$ cat config.mk
export PLATFORM = sky130hd
export DESIGN_NAME = store_rmw_ctrl
export DESIGN_NICKNAME = d
export VERILOG_FILES = /design/src/rtl/store_rmw_ctrl.sv
export SDC_FILE = /design/constraint.sdc
export NUM_CORES = 1
export LEC_CHECK = 0
export ABC_AREA = 0
export BUFFER_PORTS_ARGS = -buffer_cell sky130_fd_sc_hd__buf_2
export CAP_MARGIN = 20
export CORE_AREA = 8 8 94 139
export CTS_BUF_LIST = sky130_fd_sc_hd__clkbuf_4 sky130_fd_sc_hd__clkbuf_8
export CTS_CLUSTER_SIZE = 40
export DETAILED_ROUTE_END_ITERATION = 8
export DIE_AREA = 0 0 102 147
export PLACE_DENSITY = 0.73
export SYNTH_ARGS = -nofsm -noshare
export SYNTH_HDL_FRONTEND = slang
export SYNTH_SLANG_ARGS = --single-unit
$ cat constraint.sdc
create_clock -name Clk -period 2.49 [get_ports Clk]
set_clock_uncertainty 0.15 [all_clocks]
set_input_delay 0.498 -clock Clk [delete_from_list [all_inputs] [get_ports Clk]]
set_output_delay 0.498 -clock Clk [all_outputs]
set_load 0.05 [all_outputs]
$ cat src/rtl/store_rmw_ctrl.sv
// Memory-stage sequencer: direct word stores, read-modify-write for byte/halfword
// stores through an external masking block, and single-word loads with pipeline stall.
module store_rmw_ctrl #(
    parameter int ADDR_W = 10
) (
    input  logic              Clk,
    input  logic              Rst,
    input  logic              req_valid,
    output logic              req_ready,
    input  logic              req_write,
    input  logic [31:0]       req_addr,
    input  logic [1:0]        req_size,
    input  logic [31:0]       req_wdata,
    output logic              stall,
    output logic              rsp_valid,
    output logic [31:0]       rsp_rdata,
    output logic              err,
    output logic              mem_en,
    output logic              mem_we,
    output logic [ADDR_W-1:0] mem_addr,
    output logic [31:0]       mem_wdata,
    input  logic [31:0]       mem_rdata,
    output logic [1:0]        mrg_byte_addr,
    output logic [31:0]       mrg_mem_data,
    output logic [31:0]       mrg_reg_data,
    output logic [1:0]        mrg_size,
    input  logic [31:0]       mrg_result
);

    typedef enum logic [2:0] {IDLE, RD, MG, WR, LC} state_t;

    state_t              state, state_nxt;
    logic [ADDR_W+1:0]   addr_q;
    logic [1:0]          size_q;
    logic [31:0]         wdata_q;
    logic                write_q;
    logic                misaligned;
    logic                word_req;
    logic [31:ADDR_W+2]  unused_addr_hi;

    // Upper byte-address bits wrap within the memory depth.
    assign unused_addr_hi = req_addr[31:ADDR_W+2];

    function automatic logic is_misaligned(input logic [1:0] size, input logic [1:0] addr_lo);
        case (size)
            2'd1:    return 1'b0;
            2'd2:    return addr_lo[0];
            default: return addr_lo != 2'd0;
        endcase
    endfunction

    assign misaligned = is_misaligned(req_size, req_addr[1:0]);
    assign word_req   = (req_size == 2'd0) || (req_size == 2'd3);

    always_ff @(posedge Clk or negedge Rst) begin
        if (!Rst) state <= IDLE;
        else      state <= state_nxt;
    end

    always_comb begin
        state_nxt = state;
        unique case (state)
            IDLE: begin
                if (req_valid && !misaligned) begin
                    if (req_write && word_req) state_nxt = WR;
                    else                       state_nxt = RD;
                end
            end
            RD:      state_nxt = write_q ? MG : LC;
            MG:      state_nxt = WR;
            WR:      state_nxt = IDLE;
            LC:      state_nxt = IDLE;
            default: state_nxt = IDLE;
        endcase
    end

    always_comb begin
        req_ready    = 1'b0;
        stall        = 1'b1;
        mem_en       = 1'b0;
        mem_we       = 1'b0;
        mrg_mem_data = 32'd0;
        unique case (state)
            IDLE: begin
                req_ready = 1'b1;
                stall     = 1'b0;
            end
            RD:  mem_en = 1'b1;
            MG:  mrg_mem_data = mem_rdata;
            WR: begin
                mem_en = 1'b1;
                mem_we = 1'b1;
            end
            default: ;
        endcase
    end

    // Request capture, merge write-back and response registers.
    always_ff @(posedge Clk or negedge Rst) begin
        if (!Rst) begin
            addr_q    <= '0;
            size_q    <= 2'd0;
            wdata_q   <= 32'd0;
            write_q   <= 1'b0;
            rsp_valid <= 1'b0;
            rsp_rdata <= 32'd0;
            err       <= 1'b0;
        end else begin
            rsp_valid <= 1'b0;
            err       <= 1'b0;
            case (state)
                IDLE: begin
                    if (req_valid) begin
                        addr_q  <= req_addr[ADDR_W+1:0];
                        size_q  <= req_size;
                        wdata_q <= req_wdata;
                        write_q <= req_write;
                        err     <= misaligned;
                    end
                end
                MG: wdata_q <= mrg_result;
                LC: begin
                    rsp_valid <= 1'b1;
                    rsp_rdata <= mem_rdata;
                end
                default: ;
            endcase
        end
    end

    assign mem_addr      = addr_q[ADDR_W+1:2];
    assign mem_wdata     = wdata_q;
    assign mrg_byte_addr = addr_q[1:0];
    assign mrg_reg_data  = wdata_q;
    assign mrg_size      = size_q;

endmodule

==> flow_summary.toml, run 1 <==
[die]
die_area_um2 = 15000
die_x_um = 102
rows = 48
fp.dieH_um = 147
ios = 282
start_util_pct = 36.7
core_um2 = 11200

[critical_path]
cp-start-kind = "flip-flop"
path_cells = "nor2_2 > buf_6 > and3_1 > buf_2"
worstSetupStartpoint = "state[0]"
r2r_start = "state[0]"
critPathTopFamily = "buffers and inverters"
required_ps = 1840
critical_path_peak_fanout = 35
cpMaxStageDelayCell = "dfrtp_1"
reg2reg_slack_ps = 500
path_class = "reg2out"
cp.arrival_ps = 1680
crit_end = "mrg_mem_data[16]"
ff2ff_path_depth = 4
cp.depth = 4
worst-path-buf-inv = 2
critPathMaxStageDelay_ps = 480
r2r-end = "mem_wdata[18]"
crit_path_end_kind = "primary output"

[sta]
setup_viol = 0
hold_ws_ps = 205
rsz0062_at_grt = "false"
worstMarginPinSlew_ps = 477
fin_crit_sh_pct = 93.3
tns_ps = 0
finalHoldViolCount = 0
max_freq_mhz = 430
slew_viol_final = 0
fin_crit_ps = 2320
relSlewSlack_pct = 68.2

[routing]
drc = 0
drt_wl_total_um = 11500
ant_nets = 0
viasPerCell = 4.70
drtPass1Iterations = 4
dr_total_vias = 3202
routedWlPerCell_um = 16.9
drt_iter0_markers = 102

[status]
status = "finished clean"

[logic_synthesis]
syn_avg_cell_area_um2 = 13.7
yosys-top-cells-count = "100 x mux2_2, 84 x dfrtp_1, 32 x and3_1, 32 x buf_4, 11 x mux2_1"
synth_top_area_share_pct = 51.3
synth_top_cell_by_area = "dfrtp_1"
yosys_register_bits = 84
syn_area_um2 = 4100
synth_most_common_cell = "mux2_2"
ys_types = 27
yosysWarnings = 0
postSynth.asyncResetShare_pct = 100
yosys-top-cells-area = "dfrtp_1 51%, mux2_2 27%, buf_4 5.9%"
synth_ff_type = "dfrtp_1"
netlist_instances = 299
synth_edf_count = 0
syn_nets = 434
yosysSeqAreaShare_pct = 51.3

[flow_run]
drv_cap = 0

[hold_path]
hold_path_class = "in2reg"

[cts]
clock_sinks = 84
cts.htree.levels = 3
cts_made_buffers = 9
cts_buffer_depth = 2
path_clk_slew_ps = 90
cts-root-buf = "clkbuf_8"
clkLatencyLatePin_ps = 350
cts_tree = "yes"

[finish]
layout.nets = 662
diodes = 0
area_growth_pct = 34.7
fillers = 1060
drive_above_1_share_pct = 73.1

[placement]
gp_congestion = 0.768
dp_hpwl_um = 9400
portBuffers = 261

[grt]
grtUsageTotal_pct = 15.1
gr-total-overflow = 0
first_global_vias = 3571
grt_pass1_wl_um = 17800
antenna_found_initial = 0
grt_max_degree = 48
-- cell usage in the layout (no fill, tap or decap), types with 2 or more instances in the layout --
cell / Yosys / routed
buf_4: 32 / 3
mux2_2: 100 / 100
buf_2: 4 / 260
clkbuf_8: 0 / 11
dfrtp_1: 84 / 83
buf_12: 0 / 2
nand3b_1: 2 / 2
inv_6: 0 / 2
and3_1: 32 / 32
inv_1: 2 / 2
and2_1: 2 / 2
mux2_1: 11 / 11
-- stage by stage --
stage | util (%) | std cells | setup WS, ps | instance area, um2
floorplan | - | 299 | 14.7 | 4100
global placement | 47.4 | 665 | 478 | 5290
detailed placement | 47.4 | 665 | 423 | 5290
CTS | 49.4 | 682 | 70.8 | 5510
global route | 49.4 | 682 | 26.0 | 5520
finish | 49.4 | 682 | 166 | 5520
-- flip-flops by register name, indices dropped and copies added (netlist names) --
| signal | flops |
|---|---|
| write_q | 1 |
| addr_q | 12 |
| rsp_valid | 1 |
| state | 3 |
| rsp_rdata | 32 |
| mem_wdata | 32 |
| mrg_size | 2 |
| err | 1 |
-- cells by family after synthesis --
| kind of cell | Yosys count | share of synthesized area (%) |
|---|---|---|
| AO/OA/AOI/OAI | 5 | 1.04 |
| adder cells (fa/ha/maj) | 1 | 0.305 |
| buffers and inverters | 52 | 9.11 |
| flip-flops | 84 | 51.3 |
| multiplexers | 111 | 30.5 |
| AND/OR/NAND/NOR | 46 | 7.70 |
-- layout make-up --
class                   count  area, um2  share of cell area [%]
clock inverters             4       55.1                   0.998
well taps                 150        188                    3.40
flip-flops and latches     84       2100                    38.1
clock buffers              12        159                    2.88
multi-input cells         163       1620                    29.4
repair buffers            267       1390                    25.1
inverters                   2       7.51                   0.136
-- worst reg2reg max path, delay by kind of cell (launching register included) --
| kind | cells | cell delay (ps) |
|---|---|---|
| AND/OR/NAND/NOR | 1 | 150 |
| flip-flops | 1 | 480 |
| multiplexers | 1 | 420 |
| buffers and inverters | 1 | 220 |
| AO/OA/AOI/OAI | 1 | 450 |
-- layer usage --
| layer | wire, um | track usage (%) | vias to the layer above |
|---|---|---|---|
| met2 | 6020 | 26.8 | 164 |
| met1 | 3940 | 14.8 | 1534 |
| met3 | 1220 | 5.50 | 25 |
| li1 | - | - | 1479 |
| met5 | 0 | 0 | - |
| met4 | 327 | 7.23 | 0 |
-- worst min-delay path by stage --
stage / depth (start not counted) / startpoint / slack [ps] / endpoint
2_1_floorplan: 0 / Rst / 50 / addr_q[0]
3_3_place_gp: 1 / write_q / 300 / state[2]
3_5_place_dp: 1 / write_q / 310 / state[2]
4_1_cts: 2 / req_addr[5] / 180 / addr_q[5]
5_1_grt: 2 / req_addr[7] / 190 / addr_q[7]
6_report: 2 / req_addr[5] / 210 / addr_q[5]
-- what timing repair did --
item,in CTS,in global routing
gates resized for setup,0,1
endpoints found under the setup margin,0,25
endpoints found under the hold margin,37,0
buffers inserted,0,0
hold buffers,1,0
Power of run 1 is left out: the tool's default activity adds up to more than one toggle a clock period on the data nets, which glitch-free logic cannot reach.
==> inputs of run 2 (changes only) <==
--- a/config.mk
+++ b/config.mk
@@ -8,12 +8,14 @@
 export ABC_AREA = 0
 export BUFFER_PORTS_ARGS = -buffer_cell sky130_fd_sc_hd__buf_2
 export CAP_MARGIN = 20
-export CORE_AREA = 8 8 94 139
+export CELL_PAD_IN_SITES_DETAIL_PLACEMENT = 1
+export CELL_PAD_IN_SITES_GLOBAL_PLACEMENT = 1
+export CORE_AREA = 8 8 99 146
 export CTS_BUF_LIST = sky130_fd_sc_hd__clkbuf_4 sky130_fd_sc_hd__clkbuf_8
 export CTS_CLUSTER_SIZE = 40
 export DETAILED_ROUTE_END_ITERATION = 8
-export DIE_AREA = 0 0 102 147
-export PLACE_DENSITY = 0.73
+export DIE_AREA = 0 0 107 154
+export PLACE_DENSITY = 0.86
 export SYNTH_ARGS = -nofsm -noshare
 export SYNTH_HDL_FRONTEND = slang
 export SYNTH_SLANG_ARGS = --single-unit
==> run 2 against run 1 <==
  * Fmax is 2.5% lower
  * Critical path depth is 1 lower
  * Routed wire length is 14% higher
  * Critical path type unchanged
  * Largest cell class unchanged
==> flow_summary.toml, run 2 (synthesis gave the netlist of run 1 again) <==
[finish]
layout_common_cells = "260 x buf_2, 100 x mux2_2, 83 x dfrtp_1"
layout.nets = 663
area_growth_pct = 35.5
drive_above_1_share_pct = 73.2
design_area_um2 = 5550
fillers = 1398
layout_commonest_cell = "buf_2"
diodes = 0

[sta]
fin_crit_ps = 2380
rsz0062_at_grt = "false"
finalHoldViolCount = 0
relSlewSlack_pct = 65.7
tns_ps = 0
worstMarginPinSlew_ps = 515
hold_ws_ps = 209
fin_crit_sh_pct = 95.7
max_freq_mhz = 420
setup_viol = 0
slew_viol_final = 0

[critical_path]
path_class = "reg2out"
cp.arrival_ps = 1730
path_cells = "buf_4 > and3_1 > buf_2"
r2r_start = "state[1]"
worstSetupStartpoint = "state[1]"
r2r-end = "mem_wdata[17]"
required_ps = 1840
cpMaxStageDelayCell = "dfrtp_4"
ff2ff_path_depth = 3
critical_path_peak_fanout = 40
reg2reg_slack_ps = 510
cp-start-kind = "flip-flop"
crit_path_end_kind = "primary output"
crit_end = "mrg_mem_data[4]"
critPathMaxStageDelay_ps = 670

[die]
fp.dieH_um = 154
die_area_um2 = 16500
start_util_pct = 33.2
rows = 50
ios = 282
core_um2 = 12300
die_x_um = 107

[routing]
drt_wl_total_um = 13100
routedWlPerCell_um = 19.1
dr_total_vias = 3276
ant_nets = 0
viasPerCell = 4.75
drc = 0
drtPass1Iterations = 4
drt_iter0_markers = 78

[placement]
portBuffers = 261
postPlaceCellArea_um2 = 5310
dp_hpwl_um = 10900
gp_congestion = 0.787

[cts]
cts_tree = "yes"
cts_made_buffers = 9
cts.htree.levels = 3
clkLatencyLatePin_ps = 350
path_clk_slew_ps = 90
cts_setup_buffers = 0
clock_sinks = 84
cts_buffer_depth = 2
cts-root-buf = "clkbuf_8"

[grt]
grtUsageTotal_pct = 15.8
grt_max_degree = 48
gr-total-overflow = 0
first_global_vias = 3786
grt_pass1_wl_um = 20700
antenna_found_initial = 1

[flow_run]
drv_cap = 0

[status]
status = "finished clean"

[hold_path]
hold_path_class = "in2reg"
min_path_cells = 2
-- run 2: stage by stage --
| step | util (%) | setup slack (ps) | instances |
|---|---|---|---|
| 5_1_grt | 45.0 | 2.85 | 689 |
| 3_3_place_gp | 43.0 | 380 | 672 |
| 3_5_place_dp | 43.0 | 325 | 672 |
| 6_report | 45.0 | 107 | 689 |
| 2_1_floorplan | - | 14.7 | 299 |
| 4_1_cts | 45.0 | 61.6 | 689 |
-- run 2: area by class of cell --
type	instances	area, um2	area share, %
Clock buffer	11	145	2.61
Clock inverter	5	83.8	1.51
Inverter	2	7.51	0.135
Multi-Input combinational cell	163	1620	29.2
Sequential cell	84	2110	37.9
Tap cell	156	195	3.52
Timing Repair Buffer	268	1390	25.1
-- run 2: timing repair --
item	4_1_cts	5_1_grt
gates resized for setup	1	1
hold buffers	1	0
hold endpoints to repair	37	0
setup endpoints to repair	1	27
-- run 2: worst min-delay path by stage --
stage,slack [ps],to,from
floorplan,50,addr_q[0],Rst
global placement,290,state[2],write_q
detailed placement,320,state[2],write_q
CTS,180,addr_q[9],req_addr[9]
global route,180,addr_q[4],req_addr[4]
finish,210,addr_q[9],req_addr[9]
-- run 2: worst max-delay path: cells and delay by family (launching register included) --
kind	cells	cell delay, ps
buffers and inverters	2	540
flip-flops	1	670
AND/OR/NAND/NOR	1	170
-- run 2: routing by layer --
| metal | wire length (um) | vias to the layer above | GRT usage [%] | share of wire [%] |
|---|---|---|---|---|
| met3 | 1330 | 20 | 6.07 | 10 |
| met5 | 10 | - | 0 | 0.076 |
| met2 | 7190 | 168 | 29.5 | 55 |
| met1 | 4360 | 1614 | 15.3 | 33 |
| li1 | - | 1472 | - | - |
| met4 | 251 | 2 | 5.19 | 1.9 |
Power of run 2 is left out for the same reason.
